[src/rtl/apb_master_arbiter.sv]
// apb_master_arbiter: round-robin APB master shared by NUM_REQ requesters.
// Define APB_PREADY_EN to add the Pready input and slave wait states.
module apb_master_arbiter #(
   parameter int NUM_REQ = 2,
   parameter logic [3:0] BASE_NIBBLE = 4'h8
) (
   input  logic                    clk,
   input  logic                    Hresetn,
   input  logic [NUM_REQ-1:0]      req,
   input  logic [NUM_REQ-1:0]      req_write,
   input  logic [NUM_REQ*32-1:0]   req_addr,
   input  logic [NUM_REQ*32-1:0]   req_wdata,
   output logic [NUM_REQ-1:0]      gnt,
   output logic [NUM_REQ-1:0]      done,
   output logic                    err,
   output logic [31:0]             rdata,
   output logic [31:0]             Paddr,
   output logic [31:0]             Pwdata,
   output logic                    Pwrite,
   output logic [3:0]              Pselx,
   output logic                    Penable,
   input  logic [31:0]             Prdata
`ifdef APB_PREADY_EN
   ,
   input  logic                    Pready
`endif
);
   localparam int IW = $clog2(NUM_REQ);
   typedef enum logic [1:0] {IDLE, SETUP, ACCESS, ERR} state_t;
   state_t state;
   logic [IW-1:0] rr, win, next_rr;
   logic [NUM_REQ-1:0] own, elig;
   logic [31:0] win_addr, win_wdata;
   logic found, legal, ack, fin;
`ifdef APB_PREADY_EN
   assign ack = Pready;
`else
   assign ack = 1'b1;
`endif
   assign fin = (state == ACCESS) && ack;
   // The owner is excluded on its completion edge and while its done pulse is up.
   assign elig = req & ~(done | ((state == ACCESS) ? own : '0));
   always_comb begin
      found = 1'b0;
      win = '0;
      for (int k = 0; k < NUM_REQ; k++)
         if (!found && elig[(int'(rr) + k) % NUM_REQ]) begin
            found = 1'b1;
            win = IW'((int'(rr) + k) % NUM_REQ);
         end
   end
   assign win_addr = req_addr[32*win +: 32];
   assign win_wdata = req_wdata[32*win +: 32];
   assign legal = win_addr[31:28] == BASE_NIBBLE;
   assign next_rr = (win == IW'(NUM_REQ - 1)) ? '0 : win + 1'b1;
   always_ff @(posedge clk or negedge Hresetn) begin
      if (!Hresetn) begin
         state <= IDLE;
         rr <= '0;
         own <= '0;
         gnt <= '0;
         done <= '0;
         err <= 1'b0;
         rdata <= '0;
         Paddr <= '0;
         Pwdata <= '0;
         Pwrite <= 1'b0;
         Pselx <= '0;
         Penable <= 1'b0;
      end else begin
         gnt <= '0;
         done <= '0;
         err <= 1'b0;
         if (fin) begin
            done <= own;
            if (!Pwrite) rdata <= Prdata;
         end
         if ((state == IDLE || fin) && found) begin
            gnt <= NUM_REQ'(1) << win;
            own <= NUM_REQ'(1) << win;
            rr <= next_rr;
            Penable <= 1'b0;
            Pselx <= legal ? 4'b1 << win_addr[27:26] : 4'b0;
            state <= legal ? SETUP : ERR;
            if (legal) begin
               Paddr <= win_addr;
               Pwdata <= win_wdata;
               Pwrite <= req_write[win];
            end
         end else if (state == SETUP) begin
            state <= ACCESS;
            Penable <= 1'b1;
         end else if (state == ERR) begin
            state <= IDLE;
            done <= own;
            err <= 1'b1;
         end else if (fin) begin
            state <= IDLE;
            Pselx <= '0;
            Penable <= 1'b0;
         end
      end
   end
endmodule

[config.mk]
export PLATFORM = sky130hd
export DESIGN_NAME = apb_master_arbiter
export DESIGN_NICKNAME = d
export VERILOG_FILES = /design/src/rtl/apb_master_arbiter.sv
export SDC_FILE = /design/constraint.sdc
export NUM_CORES = 1
export LEC_CHECK = 0
export BUFFER_PORTS_ARGS = -buffer_cell sky130_fd_sc_hd__clkbuf_2
export CORE_ASPECT_RATIO = 0.6
export CORE_MARGIN = 5
export CORE_UTILIZATION = 39
export CTS_CLUSTER_DIAMETER = 200
export DETAILED_ROUTE_END_ITERATION = 8
export GPL_TIMING_DRIVEN = 0
export HOLD_SLACK_MARGIN = 0.03
export PLACE_DENSITY = 0.73
export SLEW_MARGIN = 25
export SYNTH_ARGS = -nofsm -noshare
export SYNTH_HDL_FRONTEND = slang
export SYNTH_SLANG_ARGS = --single-unit
[constraint.sdc]
create_clock -name clk -period 1.8 [get_ports clk]
set_input_delay 0.27 -clock clk [delete_from_list [all_inputs] [get_ports clk]]
set_output_delay 0.27 -clock clk [all_outputs]
set_load 0.02 [all_outputs]
======== Yosys cells after proc, flatten, opt, wreduce, memory -nomap -nowiden ========
Index checks and enable logic that the tools add are counted.
storage, ports and cells
  register bits ........................... 112
  input port bits ......................... 166
  word-level logic and storage cells ...... 79
operators by class
  add/subtract/negate cells ............... 2
  $lt $le $gt $ge ......................... 3
  equal/unequal tests ..................... 7
  shifts and indexed selects .............. 4
  mux-type cells .......................... 34
  bitwise gates (word level) .............. 5
  reduce and logical (&&, ||, !) cells .... 12
operators by type and width
  cell                                                        number
  variable part select 64 x 7 -> 32 bit                       2
  two-way mux 2 bit                                           10
  two-way mux 4 bit                                           5
  two-way mux 1 bit                                           19
  AND reduction 2 bit                                         3
  == test 2 bit, second input constant                        2
  == test 4 bit, second input constant                        1
  less-than comparator 1 x 2 -> 1 bit, second input constant  2
  != test 2 bit, second input constant                        2
  nonzero test 4 bit                                          1
  << shifter 1 x 2 -> 4 bit, first input constant             1
  less-than comparator 2 x 3 -> 1 bit, second input constant  1
  != test 3 bit, second input constant                        1
  AND reduction 3 bit                                         1
  nonzero test 3 bit                                          1
  adder 1 bit, second input constant                          2
  AND 2 bit                                                   1
  == test 2 x 1 -> 1 bit, second input constant               1
  logical AND 1 bit                                           2
  logical NOT 2 bit                                           1
  inverter 2 bit                                              1
  bitwise OR 2 bit                                            1
  nonzero test 2 bit                                          1
  << shifter 1 x 1 -> 2 bit, first input constant             1
  4 further kinds                                             4

======== Logic depth before layout (Yosys ltp) ========
  depth after elaboration ................. 15
  depth in mapped cells ................... 7
  depth with buffers taken out ............ 4

======== Worst setup path after synthesis ========
OpenSTA, ideal clock, no wires.
  kind .................................... flip-flop to flip-flop
  start ................................... register done[1]
  end ..................................... register Paddr[26]
  setup time .............................. 0.127 ns
  arrival ................................. 1.807 ns
  path slack .............................. -0.134 ns
  cell stages (with the launch flop) ...... 6
  clock period less this slack ............ 1.934 ns
  cell sequence ........................... dfrtp_1 and2b_1 o311ai_4 o2bb2ai_4 buf_12 mux2_1
on the way
  cells in the longest elaborated chain, start to end .. 12
  elaborated cells between the ends (all ways) .. 18
  those cells by class .................... 1 x eq/ne; 1 x shift; 9 x mux; 3 x bitwise; 4 x reduce/logical
ends and longest elaborated chain
  item                                                  RTL line  text
  from (decl)                                           14        output logic [NUM_REQ-1:0] done,
  from (signal assigned)                                75        done <= own;
  from (signal assigned)                                95        done <= own;
  bitwise OR 2 bit (*)                                  42        assign elig = req & ~(done | ((state == ACCESS) ? own : '0));
  inverter 2 bit (*)                                    42
  AND 2 bit (*)                                         42
  two-way mux 1 bit (implied by the code) (2 in a row)  47        if (!found && elig[(int'(rr) + k) % NUM_REQ]) begin
  two-way mux 1 bit                                     47
  logical NOT 1 bit                                     47
  logical AND 1 bit                                     47
  two-way mux 1 bit                                     47
  variable part select 64 x 7 -> 32 bit                 52        assign win_addr = req_addr[32*win +: 32];
  == test 4 bit                                         54        assign legal = win_addr[31:28] == BASE_NIBBLE;
  AND reduction 2 bit (no line)                         -
  to (signal assigned)                                  86        Paddr <= win_addr;
  to (decl)                                             17        output logic [31:0] Paddr,
Mark *: on every way between the ends. The rest lies on a longest branch, timed or not. The select of a mux whose other input is x is not followed.
A chain may end at the register's enable or synchronous reset.

======== Worst setup path after layout ========
  start ................................... register state[0]
  end ..................................... register Pwdata[6]
on the way
  cells in the longest elaborated chain, start to end .. 14
  elaborated cells between the ends (all ways) .. 23
  those cells by class .................... 2 x eq/ne; 2 x shift; 10 x mux; 3 x bitwise; 6 x reduce/logical
ends and longest elaborated chain
  item                                                  RTL line  text
  from (decl)                                           30        state_t state;
  from (signal assigned)                                84        state <= legal ? SETUP : ERR;
  == test 2 bit                                         40, 42
  two-way mux 2 bit                                     42
  bitwise OR 2 bit                                      42
  inverter 2 bit                                        42
  AND 2 bit                                             42
  two-way mux 1 bit (implied by the code) (2 in a row)  47
  two-way mux 1 bit                                     47
  logical NOT 1 bit                                     47
  logical AND 1 bit                                     47
  two-way mux 1 bit                                     47
  variable part select 64 x 7 -> 32 bit                 52
  == test 4 bit                                         54
  AND reduction 2 bit (no line)                         -
  to (signal assigned)                                  87        Pwdata <= win_wdata;
  to (decl)                                             18        output logic [31:0] Pwdata,
Several ways; a longest one is shown, not always the timed one. The select of a mux whose other input is x is not followed.

==> flow_summary.json <==
{
  "r2r_cells": 9,
  "r2r_slack_ns": -0.12,
  "yosys.area_share.xor_xnor_pct": 0,
  "syn_nets": 490,
  "dpl-instance-area_mm2": 0.006999,
  "ys_seq_elements": 111,
  "min_path_cells": 2,
  "r2r-end": "Pwdata[6]",
  "worstSetupPathType": "register to register",
  "synth_simple_gate_area_share_pct": 2.596,
  "grt_pass1_wl_mm": 22.92,
  "violations": "negative setup slack",
  "dieArea_mm2": 0.01624,
  "cp.arrival_ns": 2.14,
  "yosysSeqAreaShare_pct": 51.92,
  "skew_ns": 0.01029,
  "gp_congestion": 0.7865,
  "area_growth_pct": 48.76,
  "ctsRootBufferMaster": "clkbuf_16",
  "outcome": "complete, but fails checks",
  "rsz0062_at_grt": "true",
  "place_inst": 772,
  "initial_utilization_pct": 39.50,
  "slew_viol_final": 0,
  "cellLeakagePower_nw": 4.250,
  "wire_per_inst_um": 17.96,
  "maxCapViolCount": 0,
  "dp_slack_ns": -0.3425,
  "power_density_mw_per_mm2": 1734,
  "wl_mm": 14.71,
  "antenna_found_initial": 0,
  "fin_cells": 819,
  "drt_iter0_markers": 164,
  "max_slew.worst_pin.slew_ns": 0.6619,
  "synth_top_family_by_area": "multiplexers",
  "synthAdderAreaFrac_pct": 0,
  "cts_tree": "done",
  "layout.nets": 805,
  "netlist_area_mm2": 0.005350,
  "fp.dieH_um": 100.7,
  "end_kind": "register",
  "ys_warn_count": 0,
  "worstSkewPairLatency_ns": 0.34,
  "cts.path.max_buffers": 2,
  "power_mw": 13.80,
  "rows": 33,
  "peakVddDrop_mv": 0.7581,
  "cp-endpoint": "Pwdata[6]",
  "finalCritPeriodShare_pct": 106.7,
  "die_w_um": 161.2,
  "dp_hpwl_mm": 10.97,
  "cts_inserted_buffers": 9,
  "cts_sinks": 111,
  "reg2reg_from": "state[0]",
  "setup_violations": 60,
  "num_io_pins": 273,
  "portBuffers": 272,
  "hold_viol": 0,
  "synth_area_leader_cell": "dfrtp_1",
  "critPathLaunchType": "register",
  "dr.pass1.iters": 5,
  "vias": 3843,
  "setup_slack_ns": -0.1201,
  "syn_avg_cell_area_um2": 16.51,
  "h-tree-depth": 3,
  "critPathRequiredTime_ns": 2.02,
  "fmax_mhz": 520.8,
  "synthCells": 324,
  "yosys.area.top_type_share_pct": 51.92,
  "num_antenna_cells": 0,
  "drive_above_1_share_pct": 78.42,
  "cp_max_fo": 6,
  "core_area_mm2": 0.01354,
  "grt.overflow.total": 0,
  "yosysUniqueCellTypes": 32,
  "vias_per_cell": 4.692,
  "relSlewSlack_pct": 55.49,
  "grt_pass1_vias": 4264,
  "grt_max_degree": 58,
  "hold_path_class": "primary input to register",
  "ys_top_cells_by_area": "dfrtp_1 (52%), mux2_4 (23%), mux2_2 (11%)",
  "whs_ns": 0.1583,
  "final_area_mm2": 0.007959,
  "crit_start": "state[0]",
  "synthMuxAreaShare_pct": 38.35,
  "post-route-drc-count": 0,
  "clk_pin_slew_worst_paths_ns": 0.07,
  "post-route-min-period_ns": 1.920,
  "grt_use_total_pct": 17.78,
  "synth_compound_area_share_pct": 2.713,
  "antenna_left": 0
}
==> where the power goes <==
part	internal, mW	total, mW	switching [mW]
clock	1.13	2.04	0.903
sequential	3.70	4.43	0.732
combinational	3.84	7.34	3.50
==> logic make-up after synthesis <==
family          count (synthesis)
buf+inv                        23
flops                         111
simple gates                   22
compound gates                 13
mux                           155
==> stage by stage <==
step           util [%]  setup TNS, ns
2_1_floorplan         -         -2.714
3_3_place_gp      51.41        -143.81
3_5_place_dp      51.68         -26.36
4_1_cts           57.95         -6.364
5_1_grt           58.77         -7.898
6_report          58.77         -4.560
==> how the worst min path moves through the flow <==
stage | startpoint | to
after floorplan | Hresetn | Paddr[0]
after global placement | Paddr[31] | Paddr[31]
after detailed placement | Hresetn | rdata[15]
after CTS | Prdata[25] | rdata[25]
after global routing | Prdata[6] | rdata[6]
final | Prdata[25] | rdata[25]
==> critical path, stage by stage (launching register included) <==
cell	delay (ns)
dfrtp_1	0.36
buf_6	0.13
nand3b_4	0.14
o311ai_4	0.15
buf_4	0.18
o2bb2ai_4	0.16
buf_12	0.16
buf_12	0.12
buf_12	0.11
mux2_4	0.29
==> cell usage after synthesis <==
cell type and count:
mux2_4 82, and2b_1 1, and3_1 1, nor4_1 1
nor2b_1 1, mux2_2 51, inv_1 6, a21boi_0 1
nand3_1 1, a32o_1 2, mux2i_1 1, buf_8 1
nor2_1 1, and4_2 1, nor4_2 1, o2bb2ai_4 1
buf_12 5, mux2_1 21, nand3b_2 1, a22o_1 1
dfrtp_1 111, a2bb2oi_2 1, o311ai_4 1, a21oi_1 2
nor3b_1 1, buf_6 7, a21o_1 1, buf_2 4
o31ai_1 3, nand2b_1 2, and2_1 5, nand2_1 5
==> layer usage <==
metal	wire length (um)	share of wire, %	GRT usage [%]
met1	6192	42	21.82
met2	7283	50	31.02
met3	1091	7.4	6.007
met5	0	0	0
met4	141	0.96	3.539
==> cells in the final DEF (no fill, tap or decap), types with 2 or more instances in the layout <==
cell type  netlist  final
o31ai_2          0      2
buf_6            7      5
inv_1            6      6
buf_12           5     16
clkbuf_8         0      2
and2_1           5      5
clkbuf_16        0     12
nand2_1          5      5
a32o_1           2      2
mux2_4          82    121
dfrtp_1        111    109
clkinv_4         0      3
clkbuf_2         0    271
mux2_2          51     33
buf_4            0     21
dfrtp_2          0      2
a21oi_1          2      2
buf_16           0      3
nand2b_1         2      2
==> state kept, by name (all words and copies together) (netlist names) <==
name     flops
Paddr       32
Pwdata      32
rdata       32
Pselx        4
done         2
gnt          2
own          2
state        2
Penable      1
Pwrite       1
err          1
==> repair_timing <==
| action | CTS | global route |
|---|---|---|
| endpoints found under the hold margin | 56 | 0 |
| pin swaps | 7 | 6 |
| hold buffers | 1 | 0 |
| resized for setup | 66 | 9 |
| buffers inserted | 18 | 8 |
| gates cloned | 4 | 3 |
| endpoints found under the setup margin | 102 | 99 |
==> cell type report <==
class / instances / area [um^2]
fill: 1050 / 5584
sequential: 111 / 2780
multi-input combinational: 190 / 2557
timing repair buffer: 304 / 1778
buffer: 17 / 294.0
clock buffer: 11 / 242.7
tap: 175 / 219.0
clock inverter: 5 / 65.06
inverter: 6 / 22.52
(Power assumes the default switching activity.)
